**config.mk**
```make
export PLATFORM = sky130hd
export DESIGN_NAME = program_loader
export DESIGN_NICKNAME = d
export VERILOG_FILES = /design/src/rtl/program_loader.sv
export SDC_FILE = /design/constraint.sdc
export NUM_CORES = 1
export LEC_CHECK = 0
export CAP_MARGIN = 25
export CORE_MARGIN = 2
export CORE_UTILIZATION = 50
export DETAILED_ROUTE_END_ITERATION = 10
export GPL_ROUTABILITY_DRIVEN = 0
export GPL_TIMING_DRIVEN = 1
export PLACE_DENSITY = 0.75
export SLEW_MARGIN = 10
export SYNTH_ARGS = -nofsm -noshare
export SYNTH_HDL_FRONTEND = slang
export SYNTH_SLANG_ARGS = --single-unit
```
**constraint.sdc**
```tcl
create_clock -name clk -period 4.44 [get_ports clk]
set_clock_uncertainty 0.1 [all_clocks]
set_input_delay 1.332 -clock clk [delete_from_list [all_inputs] [get_ports clk]]
set_output_delay 1.332 -clock clk [all_outputs]
set_load 0.01 [all_outputs]
```
**src/rtl/program_loader.sv**
```systemverilog
// Boot loader: receives a length-prefixed little-endian byte stream, writes 32-bit words to imem, then releases the core.
// Define PROGRAM_LOADER_CHECKSUM_EN to require a trailing XOR checksum byte before the core is released.
module program_loader #(
   parameter logic [31:0] BASE_ADDR = 32'h0000_0000,
   parameter int unsigned MAX_WORDS = 256
) (
   input  logic        clk,
   input  logic        rst_n,
   input  logic        start,
   input  logic [7:0]  byte_in,
   input  logic        byte_valid,
   output logic        byte_ready,
   output logic        imem_wr_en,
   output logic [31:0] imem_wr_addr,
   output logic [31:0] imem_wr_data,
   output logic        busy,
   output logic        done,
   output logic        error,
   output logic        core_run,
   output logic [15:0] words_loaded
);

   localparam logic [2:0] S_IDLE   = 3'd0;
   localparam logic [2:0] S_LEN_LO = 3'd1;
   localparam logic [2:0] S_LEN_HI = 3'd2;
   localparam logic [2:0] S_DATA   = 3'd3;
   localparam logic [2:0] S_DONE   = 3'd5;
   localparam logic [2:0] S_ERROR  = 3'd6;
`ifdef PROGRAM_LOADER_CHECKSUM_EN
   localparam logic [2:0] S_CHECK  = 3'd4;
   localparam logic [2:0] S_TAIL   = S_CHECK;
`else
   localparam logic [2:0] S_TAIL   = S_DONE;
`endif
   localparam logic [16:0] MAX_LEN = 17'(MAX_WORDS);

   logic [2:0]  state_q, state_d;
   logic [15:0] len_q, len_d;
   logic [23:0] part_q, part_d;
   logic [1:0]  idx_q, idx_d;
   logic [15:0] words_q, words_d;
   logic        wr_en_q, wr_en_d;
   logic [31:0] wr_addr_q, wr_addr_d;
   logic [31:0] wr_data_q, wr_data_d;
`ifdef PROGRAM_LOADER_CHECKSUM_EN
   logic [7:0]  csum_q, csum_d;
`endif

   logic        accepting;
   logic        xfer;
   logic [15:0] hdr_len;

`ifdef PROGRAM_LOADER_CHECKSUM_EN
   assign accepting = (state_q == S_LEN_LO) || (state_q == S_LEN_HI) ||
                      (state_q == S_DATA)   || (state_q == S_CHECK);
`else
   assign accepting = (state_q == S_LEN_LO) || (state_q == S_LEN_HI) ||
                      (state_q == S_DATA);
`endif
   assign xfer    = accepting && byte_valid;
   assign hdr_len = {byte_in, len_q[7:0]};

   always_comb begin
      // NOTE: every next-state signal gets a default first so no path leaves it unassigned (no latches).
      state_d   = state_q;
      len_d     = len_q;
      part_d    = part_q;
      idx_d     = idx_q;
      words_d   = words_q;
      wr_en_d   = 1'b0;
      wr_addr_d = wr_addr_q;
      wr_data_d = wr_data_q;
`ifdef PROGRAM_LOADER_CHECKSUM_EN
      csum_d    = csum_q;
`endif
      case (state_q)
         S_IDLE, S_DONE, S_ERROR: begin
            if (start) begin
               state_d = S_LEN_LO;
               words_d = 16'd0;
               idx_d   = 2'd0;
`ifdef PROGRAM_LOADER_CHECKSUM_EN
               csum_d  = 8'h00;
`endif
            end
         end
         S_LEN_LO: begin
            if (xfer) begin
               len_d   = {len_q[15:8], byte_in};
               state_d = S_LEN_HI;
            end
         end
         S_LEN_HI: begin
            if (xfer) begin
               len_d = hdr_len;
               if (hdr_len == 16'd0)                 state_d = S_TAIL;
               else if ({1'b0, hdr_len} > MAX_LEN)   state_d = S_ERROR;
               else                                  state_d = S_DATA;
            end
         end
         S_DATA: begin
            if (xfer) begin
`ifdef PROGRAM_LOADER_CHECKSUM_EN
               csum_d = csum_q ^ byte_in;
`endif
               idx_d = idx_q + 2'd1;
               case (idx_q)
                  2'd0: part_d[7:0]   = byte_in;
                  2'd1: part_d[15:8]  = byte_in;
                  2'd2: part_d[23:16] = byte_in;
                  default: begin
                     // Word complete: the strobe appears in the following cycle with the pre-increment address.
                     wr_en_d   = 1'b1;
                     wr_addr_d = BASE_ADDR + {14'd0, words_q, 2'b00};
                     wr_data_d = {byte_in, part_q};
                     words_d   = words_q + 16'd1;
                     if (words_d == len_q) state_d = S_TAIL;
                  end
               endcase
            end
         end
`ifdef PROGRAM_LOADER_CHECKSUM_EN
         S_CHECK: begin
            if (xfer) state_d = (byte_in == csum_q) ? S_DONE : S_ERROR;
         end
`endif
         default: state_d = S_IDLE;
      endcase
   end

   always_ff @(posedge clk or negedge rst_n) begin
      if (!rst_n) begin
         state_q   <= S_IDLE;
         len_q     <= 16'd0;
         part_q    <= 24'd0;
         idx_q     <= 2'd0;
         words_q   <= 16'd0;
         wr_en_q   <= 1'b0;
         wr_addr_q <= 32'd0;
         wr_data_q <= 32'd0;
`ifdef PROGRAM_LOADER_CHECKSUM_EN
         csum_q    <= 8'h00;
`endif
      end else begin
         // NOTE: non-blocking assignments so every register samples pre-edge values.
         state_q   <= state_d;
         len_q     <= len_d;
         part_q    <= part_d;
         idx_q     <= idx_d;
         words_q   <= words_d;
         wr_en_q   <= wr_en_d;
         wr_addr_q <= wr_addr_d;
         wr_data_q <= wr_data_d;
`ifdef PROGRAM_LOADER_CHECKSUM_EN
         csum_q    <= csum_d;
`endif
      end
   end

   // done/core_run wait out a pending final write so the core never fetches ahead of it.
   assign byte_ready   = accepting;
   assign imem_wr_en   = wr_en_q;
   assign imem_wr_addr = wr_addr_q;
   assign imem_wr_data = wr_data_q;
   assign busy         = accepting || wr_en_q;
   assign done         = (state_q == S_DONE) && !wr_en_q;
   assign core_run     = (state_q == S_DONE) && !wr_en_q;
   assign error        = (state_q == S_ERROR);
   assign words_loaded = words_q;

endmodule

```
* Yosys cells after proc, flatten, opt, wreduce, memory -nomap -nowiden
Index checks and enable logic that the tools add are counted.
** Cells by class
- Muxes and demuxes :: 22
- $lt $le $gt $ge :: 1
- Reduce and logical (&&, ||, !) cells :: 21
- Add/sub/neg operators :: 2
- Eq/ne operators :: 14
- Bitwise gates (word level) :: 3
** Operators by type and width (number)
- two-way mux 16 bit :: 4
- case mux 16 bit (2 select lines) :: 2
- two-way mux 3 bit :: 8
- AND reduction 3 bit :: 7
- adder 16 x 1 -> 16 bit, second input constant :: 1
- == test 16 bit :: 1
- greater-than comparator 16 x 9 -> 1 bit, second input constant :: 1
- zero test 16 bit :: 1
- case mux 3 bit (4 select lines) :: 1
- inequality test 2 bit, second input constant :: 5
- two-way mux 8 bit :: 1
- == test 3 x 2 -> 1 bit, second input constant :: 2
- == test 3 bit, second input constant :: 2
- AND reduction 6 bit :: 1
- OR reduction 3 bit :: 2
- two-way mux 2 bit :: 2
- case mux 2 bit (2 select lines) :: 1
- AND reduction 4 bit :: 1
- == test 3 x 1 -> 1 bit, second input constant :: 1
- zero test 3 bit :: 1
- logical OR 1 bit :: 3
- two-way mux 1 bit :: 3
- NOT 1 bit :: 3
- adder 2 x 1 -> 2 bit, second input constant :: 1
- other kinds (7) :: 8
** Storage, ports and cells
- Word-level logic and storage cells :: 74
- Bits of input ports :: 12
- Output and inout port bits :: 86
- Bits in registers :: 110

* Depth between registers and ports, before layout
Gate-level depths: netlist of run 1.
- Depth in word-level cells :: 6
- Gate-level depth with buffers :: 8
- Depth with buffers taken out :: 8

* Worst setup path after synthesis of run 1
Ideal clock, no wire load.
- Kind :: reg-to-output
- From :: register state_q[0]
- To :: output port done
- Data required time :: 3.008 ns
- Path buffers :: 2
- Cell stages (with the launch flop) :: 5
- Arrival time :: 1.268 ns
- Slack :: 1.740 ns
- Path through :: dfrtp_1 -> clkbuf_1 -> nand2_1 -> nor3_1 -> buf_4
** On the way
- Word-level cells in the longest chain between the ends :: 2
** RTL lines
- start: declaration :: RTL line 37 : logic [2:0] state_q, state_d;
- start signal: assignment :: RTL line 146 : state_q <= state_d;
- == test 3 bit
- logical AND 1 bit
- end: declaration :: RTL line 17 : output logic done,
Every way passes these cells.

* Final worst setup path of run 1
- From :: register state_q[0]
- To :: output port busy
** On the way
- Word-level cells in the longest chain between the ends :: 4
- Elaborated cells on any way between the ends :: 6
- Those cells by class :: eq/ne: 3; reduce/logical: 3
** RTL lines
- == test 3 x 1 -> 1 bit or == test 3 x 2 -> 1 bit (tied branches) :: RTL line 57 : assign accepting = (state_q == S_LEN_LO) || (state_q == S_LEN_HI) ||
- logical OR 1 bit :: RTL line 57
- logical OR 1 bit (*) :: RTL line 57
- logical OR 1 bit (*) :: RTL line 165 : assign busy = accepting || wr_en_q;
- end: declaration :: RTL line 16 : output logic busy,
Mark *: on every way between the ends. The rest lies on a longest branch, timed or not.

==> results of run 1 <==
-- sequential cells by signal, indices dropped and copies added, names as in the netlist --
| signal | cells |
|---|---|
| words_loaded | 16 |
| idx_q | 2 |
| state_q | 3 |
| part_q | 24 |
| imem_wr_data | 32 |
| len_q | 16 |
| imem_wr_en | 1 |
| imem_wr_addr | 16 |
-- worst max-delay path by stage --
stage | start | to | slack, ps
finish | state_q[0] | busy | 980
global route | state_q[0] | busy | 830
CTS | state_q[0] | busy | 970
detailed placement | byte_valid | words_loaded[15] | 910
global placement | byte_valid | imem_wr_data[10] | 1010
floorplan | state_q[0] | done | 1740
-- worst max-delay path, cell delays in order (launching register included) --
cell and delay, ps:
dfrtp_1 640, nor2_1 120, nor2_1 210, or2_2 150
clkdlybuf4s50_1 530
-- cell type report --
class	instances	area (µm²)	area share
flip-flops and latches	110	2750	0.435
multi-input cells	392	2330	0.368
repair buffers	86	846	0.134
well taps	136	170	0.0269
clock buffers	9	124	0.0196
clock inverters	7	75.1	0.0119
inverters	8	30.0	0.00474
-- placed cells by master (no fill, tap or decap), drive strengths merged, types with 2 or more instances in the layout --
cell type / count
nand2: 175
dfrtp: 110
clkdlybuf4s50: 80
mux2: 40
o21ai: 32
nor2: 18
conb: 16
xnor2: 12
nand3: 12
inv: 12
nor3: 11
a21oi: 10
xor2: 10
clkbuf: 9
nor4: 7
buf: 6
o31ai: 5
ha: 5
nand4: 5
nand2b: 4
a31oi: 4
nor3b: 4
and2: 3
and3: 3
or2: 2
o311ai: 2
clkinv: 2
-- power breakdown --
part	switching [W]	internal, W
registers	0.000209	0.00124
logic	0.000365	0.000439
clock network	0.000379	0.000224
-- stage by stage --
| step | setup WS (ps) | total power [W] | cell area, µm² |
|---|---|---|---|
| 4_1_cts | 973 | 0.00287 | 6330 |
| 2_1_floorplan | 1740 | 0.00198 | 5360 |
| 6_report | 982 | 0.00285 | 6330 |
| 5_1_grt | 830 | 0.00303 | 6330 |
| 3_5_place_dp | 906 | 0.00227 | 6130 |
| 3_3_place_gp | 1010 | 0.00223 | 6130 |
-- layer usage --
metal	GRT usage	up-vias	share of wire
met5	0	-	0
met4	0.0714	0	0.016
met3	0.0304	16	0.047
met2	0.346	126	0.47
met1	0.314	1949	0.47
li1	-	1900	-
-- cells by family after synthesis --
family / count (synthesis) / share of synthesized area
fa+ha+maj: 5 / 0.0118
compound gates: 61 / 0.0696
flops: 110 / 0.519
xor+xnor: 22 / 0.0363
buf+inv: 51 / 0.0522
mux: 40 / 0.0850
other cells: 1 / 0.000707
simple gates: 248 / 0.225
==> impl_metrics.csv, run 1 <==
group,metric,value,unit
timing,fmax,289,MHz
global_routing,grt_pass1_vias,3905,
placement,dp.cells,732,
logic_synthesis,synth_area,0.00530,mm²
cells_and_area,nets,624,
logic_synthesis,synth-edff-count,0,
timing,period_needed,3460,ps
critical_path,crit_required,3010,ps
clocking,clk_path_buf_depth,2,
timing,worst_pin_slew,807,ps
critical_path,r2r-start,"words_loaded[0]",
clocking,cts.repair.resized,0,
power_and_ir_drop,max-vdd-ir-drop,0.220,mV
timing,slew_headroom,0.462,
drt,routed_wl,11.8,mm
critical_path,r2r_slack,1850,ps
floorplan,start_util,0.514,
logic_synthesis,synthArstFlopShare,1.00,
floorplan,die_h,107,µm
logic_synthesis,yosysSeqAreaShare,0.519,
cells_and_area,utilization,0.613,
critical_path,arrival,2030,ps
critical_path,reg2reg_to,"state_q[2]",
critical_path,cp-end-kind,"output pin",
cells_and_area,num_antenna_cells,0,
drt,drt_iter0_markers,310,
global_routing,track_usage,0.219,
clocking,htree_levels,3,
placement,post-dp-hpwl,8.11,mm
clocking,cts_setup_buffers,0,
logic_synthesis,ys.flop_type,"dfrtp_1",
floorplan,io_pins,98,
min_path,hold_end,"imem_wr_data[23]",
clocking,insertion_delay,380,ps
cells_and_area,final_cells,748,
logic_synthesis,ys.warnings.count,0,
power_and_ir_drop,powerDensity,451,mW/mm²
cells_and_area,area_growth,19.4,%
critical_path,criticalPathCategory,"register to output pin",
logic_synthesis,yosys.area.top_type,"dfrtp_1",
global_routing,antenna_found_initial,0,
timing,setup_viol,0,
floorplan,die_area,0.0114,mm²
clocking,clock-sinks,110,
critical_path,crit_fanout,15,
drt,drt_pass1_iterations,5,
min_path,holdPathStages,2,
cells_and_area,n_fill_cell,861,
logic_synthesis,synth_top_cell_area_share,0.519,
critical_path,ff2ff_path_depth,8,
timing,rsz0062_at_grt,"no",
global_routing,grt_pass1_wl,19.7,mm
logic_synthesis,synth_cells,538,
global_routing,grt_overflow,0,
timing,finalSetupTns,0,ps
logic_synthesis,synth-seq-cells,110,
clocking,numCtsBuffers,9,
logic_synthesis,postSynthAreaPerCell,9.85,µm²
min_path,min-delay-start,"part_q[23]",
flow_run,maxCapViolCount,0,
drt,ant_nets,0,
min_path,hp-class,"register to register",
critical_path,cp-start-kind,"register",
timing,period_share,0.779,
logic_synthesis,yosys-top-cells-area,"dfrtp_1, nand2_1, mux2_2, o21ai_0, buf_4",
timing,finalMaxSlewViolations,0,
timing,whs,375,ps
floorplan,fp.dieW,107,µm
drt,routedWlPerCell,15.8,µm
drt,vias,3991,
cells_and_area,drive_gt1_frac,0.139,
floorplan,coreArea,0.0103,mm²
logic_synthesis,synthTopCellsByCount,"nand2_1, dfrtp_1, mux2_2, o21ai_0, buf_4",
drt,drc,0,
power_and_ir_drop,leakage,3.00,nW
global_routing,grt_max_degree,63,
logic_synthesis,synth_cell_types,57,
floorplan,fp-row-count,37,
clocking,clkSlewWorstSetupHoldPaths,120,ps
placement,portBuffers,81,
run_status,outcome,"complete, no violations",
timing,hold_viol,0,
clocking,cts_root_buf,"clkbuf_8",
drt,via_per_inst,5.34,
clocking,cts_tree,"done",
logic_synthesis,synth_most_common_cell,"nand2_1",
clocking,holdBufCountCts,0,
Note: power is estimated with default switching activity, not from simulation.
==> run 2: changes to the inputs <==
- clock period: 4.44 -> 3.4 ns (I/O delays scaled with it)
==> impl_metrics.csv, run 2 (same netlist as run 1, synthesis figures left out) <==
group,metric,value,unit
critical_path,cp-start-kind,"register",
cells_and_area,regArea,0.00275,mm²
critical_path,slowest_stage,"dfrtp_1",
floorplan,coreArea,0.0103,mm²
min_path,holdPathStages,2,
floorplan,io_pins,98,
flow_run,maxCapViolCount,0,
timing,hold_viol,0,
timing,period_share,0.936,
cells_and_area,drive_gt1_frac,0.147,
global_routing,grt_overflow,0,
timing,worst_pin_slew,679,ps
timing,fmax,314,MHz
cells_and_area,n_fill_cell,854,
cells_and_area,final_common_cell,"nand2_1",
drt,ant_nets,0,
critical_path,crit_family,"flip-flops",
cells_and_area,most-common-layout-cells,"nand2_1, dfrtp_1, clkdlybuf4s50_1",
timing,slew_headroom,0.545,
drt,via_per_inst,5.29,
critical_path,critPathBufInv,1,
power_and_ir_drop,max-vdd-ir-drop,0.400,mV
global_routing,grt_max_degree,49,
critical_path,cp-end-kind,"output pin",
critical_path,r2r-start,"words_loaded[0]",
cells_and_area,largest_reg_flops,32,
timing,timing.final.ws_setup,218,ps
global_routing,grt_pass1_vias,3965,
critical_path,arrival,2060,ps
critical_path,r2r_slack,770,ps
critical_path,crit_required,2280,ps
placement,portBuffers,81,
clocking,holdBufCountCts,0,
timing,finalSetupTns,0,ps
clocking,insertion_delay,370,ps
drt,drt_pass1_iterations,4,
global_routing,antenna_found_initial,0,
min_path,hp-class,"register to register",
placement,pre_cts_ws,522,ps
clocking,cts_setup_buffers,0,
clocking,htree_levels,3,
global_routing,track_usage,0.219,
cells_and_area,area_growth,20.8,%
clocking,clkSlewWorstSetupHoldPaths,110,ps
cells_and_area,nets,630,
run_status,outcome,"complete, no violations",
floorplan,start_util,0.514,
drt,routedWlPerCell,15.8,µm
cells_and_area,utilization,0.620,
timing,finalMaxSlewViolations,0,
clocking,cts_root_buf,"clkbuf_8",
cells_and_area,multi_input_area,0.00233,mm²
power_and_ir_drop,totalPowerFinal,0.00379,W
floorplan,die_h,107,µm
timing,setup_viol,0,
critical_path,crit_path_cell_trace,"nor2_1 -> nor2_1 -> or2_2 -> clkdlybuf4s50_1",
power_and_ir_drop,powerDensity,592,mW/mm²
min_path,min-delay-start,"part_q[22]",
critical_path,criticalPathCategory,"register to output pin",
critical_path,ff2ff_path_depth,8,
placement,post-dp-hpwl,8.34,mm
clocking,clk_path_buf_depth,2,
critical_path,crit_fanout,15,
critical_path,max_stage_delay,660,ps
critical_path,reg2reg_to,"state_q[2]",
clocking,cts_tree,"done",
drt,routed_wl,11.9,mm
drt,vias,3986,
critical_path,worst_path_most_repeated_cell,"nor2_1",
min_path,hold_end,"imem_wr_data[22]",
timing,rsz0062_at_grt,"no",
power_and_ir_drop,leakage,3.05,nW
floorplan,die_area,0.0114,mm²
drt,drc,0,
drt,drt_iter0_markers,183,
clocking,cts.repair.resized,0,
clocking,numCtsBuffers,9,
floorplan,fp-row-count,37,
cells_and_area,num_antenna_cells,0,
global_routing,grt_pass1_wl,19.9,mm
timing,period_needed,3180,ps
floorplan,fp.dieW,107,µm
clocking,clock-sinks,110,
[run 2: cell types whose count changed in the layout (fill, tap and decap cells not counted)]
cell / change
clkinv_2: +2
clkinvlp_4: -1
clkinv_8: -1
buf_12: +2
bufinv_16: +1
buf_4: +4
inv_8: -1
[run 2: worst max path at each step]
| stage | slack (ps) | cells past startpoint | startpoint | to |
|---|---|---|---|---|
| floorplan | 1010 | 4 | state_q[0] | done |
| global placement | 550 | 6 | byte_in[7] | state_q[2] |
| detailed placement | 520 | 6 | byte_in[7] | state_q[2] |
| CTS | 220 | 4 | state_q[0] | busy |
| global route | 40 | 4 | state_q[0] | busy |
| finish | 220 | 4 | state_q[0] | busy |
[run 2: report_power, final]
part,switching (W),internal (W)
clock,0.000468,0.000353
sequential,0.000284,0.00161
combinational,0.000483,0.000586
[run 2: cell type report]
type                       count  share of cell area
multi-input combinational    392               0.364
inverter                       8             0.00469
sequential                   110               0.430
clock inverter                 7              0.0125
tap                          136              0.0266
clock buffer                   9              0.0193
timing repair buffer          92               0.143
[run 2: metrics by stage]
stage	cell area, µm²	hold slack [ps]	cells
after floorplan	5360	333	553
after global placement	6200	342	738
after detailed placement	6200	351	738
after CTS	6400	376	754
after global routing	6400	414	754
final	6400	378	754
[run 2: worst min-delay path, cell delays in order (launching register included)]
cell,delay [ps]
dfrtp_1,360
nand2_1,50
nand2_1,50
[run 2: routing by layer]
| metal | vias up | share of wire | GRT usage |
|---|---|---|---|
| met1 | 1957 | 0.43 | 0.290 |
| li1 | 1904 | - | - |
| met4 | 0 | 0.0065 | 0.0371 |
| met2 | 117 | 0.51 | 0.375 |
| met5 | - | 0 | 0 |
| met3 | 8 | 0.053 | 0.0511 |
==> run 3: changes to the inputs <==
- CORE_UTILIZATION: 50 -> 40
- PLACE_DENSITY: 0.75 -> 0.62
==> impl_metrics.csv, run 3 (same netlist as run 1, synthesis figures left out) <==
group,metric,value,unit
global_routing,antenna_found_initial,0,
flow_run,maxCapViolCount,0,
floorplan,coreArea,0.0131,mm²
floorplan,io_pins,98,
cells_and_area,n_fill_cell,1212,
critical_path,crit_fanout,15,
critical_path,startpoint,"state_q[0]",
power_and_ir_drop,leakage,3.09,nW
drt,routedWlPerCell,15.7,µm
floorplan,die_area,0.0142,mm²
drt,drt_pass1_iterations,4,
clocking,cts_setup_buffers,0,
clocking,htree_levels,3,
timing,worst_pin_slew,704,ps
clocking,clock-sinks,110,
critical_path,r2r_slack,820,ps
clocking,cts.repair.resized,0,
timing,slew_headroom,0.529,
drt,via_per_inst,5.02,
run_status,outcome,"complete, no violations",
timing,fmax,319,MHz
cells_and_area,final_common_cell,"nand2_1",
min_path,hp-class,"register to register",
power_and_ir_drop,totalPowerFinal,0.00395,W
clocking,insertion_delay,360,ps
timing,period_needed,3130,ps
cells_and_area,largest_reg_flops,32,
global_routing,grt_pass1_vias,4009,
clocking,clkSlewWorstSetupHoldPaths,80,ps
critical_path,max_stage_delay,620,ps
clocking,cts_root_buf,"clkbuf_16",
critical_path,r2r-start,"words_loaded[0]",
timing,period_share,0.921,
floorplan,start_util,0.405,
global_routing,track_usage,0.187,
floorplan,die_h,119,µm
drt,drt_iter0_markers,243,
min_path,min-delay-start,"part_q[19]",
critical_path,arrival,2010,ps
cells_and_area,drive_gt1_frac,0.150,
timing,hold_viol,0,
power_and_ir_drop,powerDensity,604,mW/mm²
clocking,cts_tree,"done",
cells_and_area,area_growth,23.3,%
critical_path,slowest_stage,"dfrtp_1",
timing,finalMaxSlewViolations,0,
drt,routed_wl,12.5,mm
drt,drc,0,
timing,finalSetupTns,0,ps
clocking,clk_path_buf_depth,2,
timing,rsz0062_at_grt,"no",
global_routing,grt_pass1_wl,20.8,mm
critical_path,criticalPathCategory,"register to output pin",
clocking,holdBufCountCts,0,
cells_and_area,nets,634,
floorplan,fp.dieW,119,µm
clocking,numCtsBuffers,9,
cells_and_area,most-common-layout-cells,"nand2_1, dfrtp_1, clkdlybuf4s50_1",
timing,setup_viol,0,
global_routing,grt_max_degree,47,
cells_and_area,num_antenna_cells,0,
power_and_ir_drop,max-vdd-ir-drop,0.282,mV
drt,ant_nets,0,
critical_path,worst_path_most_repeated_cell,"nor2_1",
global_routing,grt_overflow,0,
floorplan,fp-row-count,42,
critical_path,crit_required,2280,ps
placement,portBuffers,81,
critical_path,cp-end-kind,"output pin",
critical_path,cp-start-kind,"register",
drt,vias,4002,
cells_and_area,utilization,0.500,
critical_path,crit_path_cell_trace,"nor2_1 -> nor2_1 -> or2_2 -> clkdlybuf4s50_1",
placement,post-dp-hpwl,8.77,mm
run 3: metal layers:
layer  up-vias  global-route usage  share of wire
met5         -                   0              0
met4         0              0.0469          0.013
met3        14              0.0489          0.053
met2       103               0.302           0.48
met1      1975               0.250           0.45
li1       1910                   -              -
run 3: worst paths after layout:
| check | cells after the start | to |
|---|---|---|
| hold / removal | 2 | imem_wr_data[19] |
| hold reg to reg | 2 | imem_wr_data[19] |
| setup reg to reg | 8 | state_q[2] |
| min in group asynchronous | 1 | imem_wr_addr[15] |
| max in group asynchronous | 2 | imem_wr_addr[11] |
| setup / recovery | 4 | busy |
run 3: critical path, delay by kind of cell, from the launching register on:
kind                   cells  cell delay, ps
flip-flops                 1             620
buffers and inverters      1             520
AND/OR/NAND/NOR            3             520
run 3: final cells by class:
type                            instances  area [µm²]  share of cell area
Multi-Input combinational cell        392        2330               0.356
Sequential cell                       110        2750               0.421
Tap cell                              176         220              0.0337
Inverter                                8        30.0             0.00459
Clock inverter                          5        42.5             0.00651
Timing Repair Buffer                   96         933               0.143
Clock buffer                           10         229              0.0350
run 3: stage by stage:
step / hold WS (ps) / instances / worst slack, ps / cell area [µm²]
4_1_cts: 358 / 797 / 252 / 6540
3_5_place_dp: 352 / 782 / 506 / 6270
2_1_floorplan: 333 / 553 / 1010 / 5360
5_1_grt: 389 / 797 / 111 / 6540
6_report: 355 / 797 / 268 / 6540
3_3_place_gp: 341 / 782 / 564 / 6270
run 3: where the power goes:
part	switching, W	total, W	internal [W]
clock	0.000487	0.000990	0.000503
combinational	0.000481	0.00107	0.000586
sequential	0.000278	0.00190	0.00162
total	0.00125	0.00395	0.00271
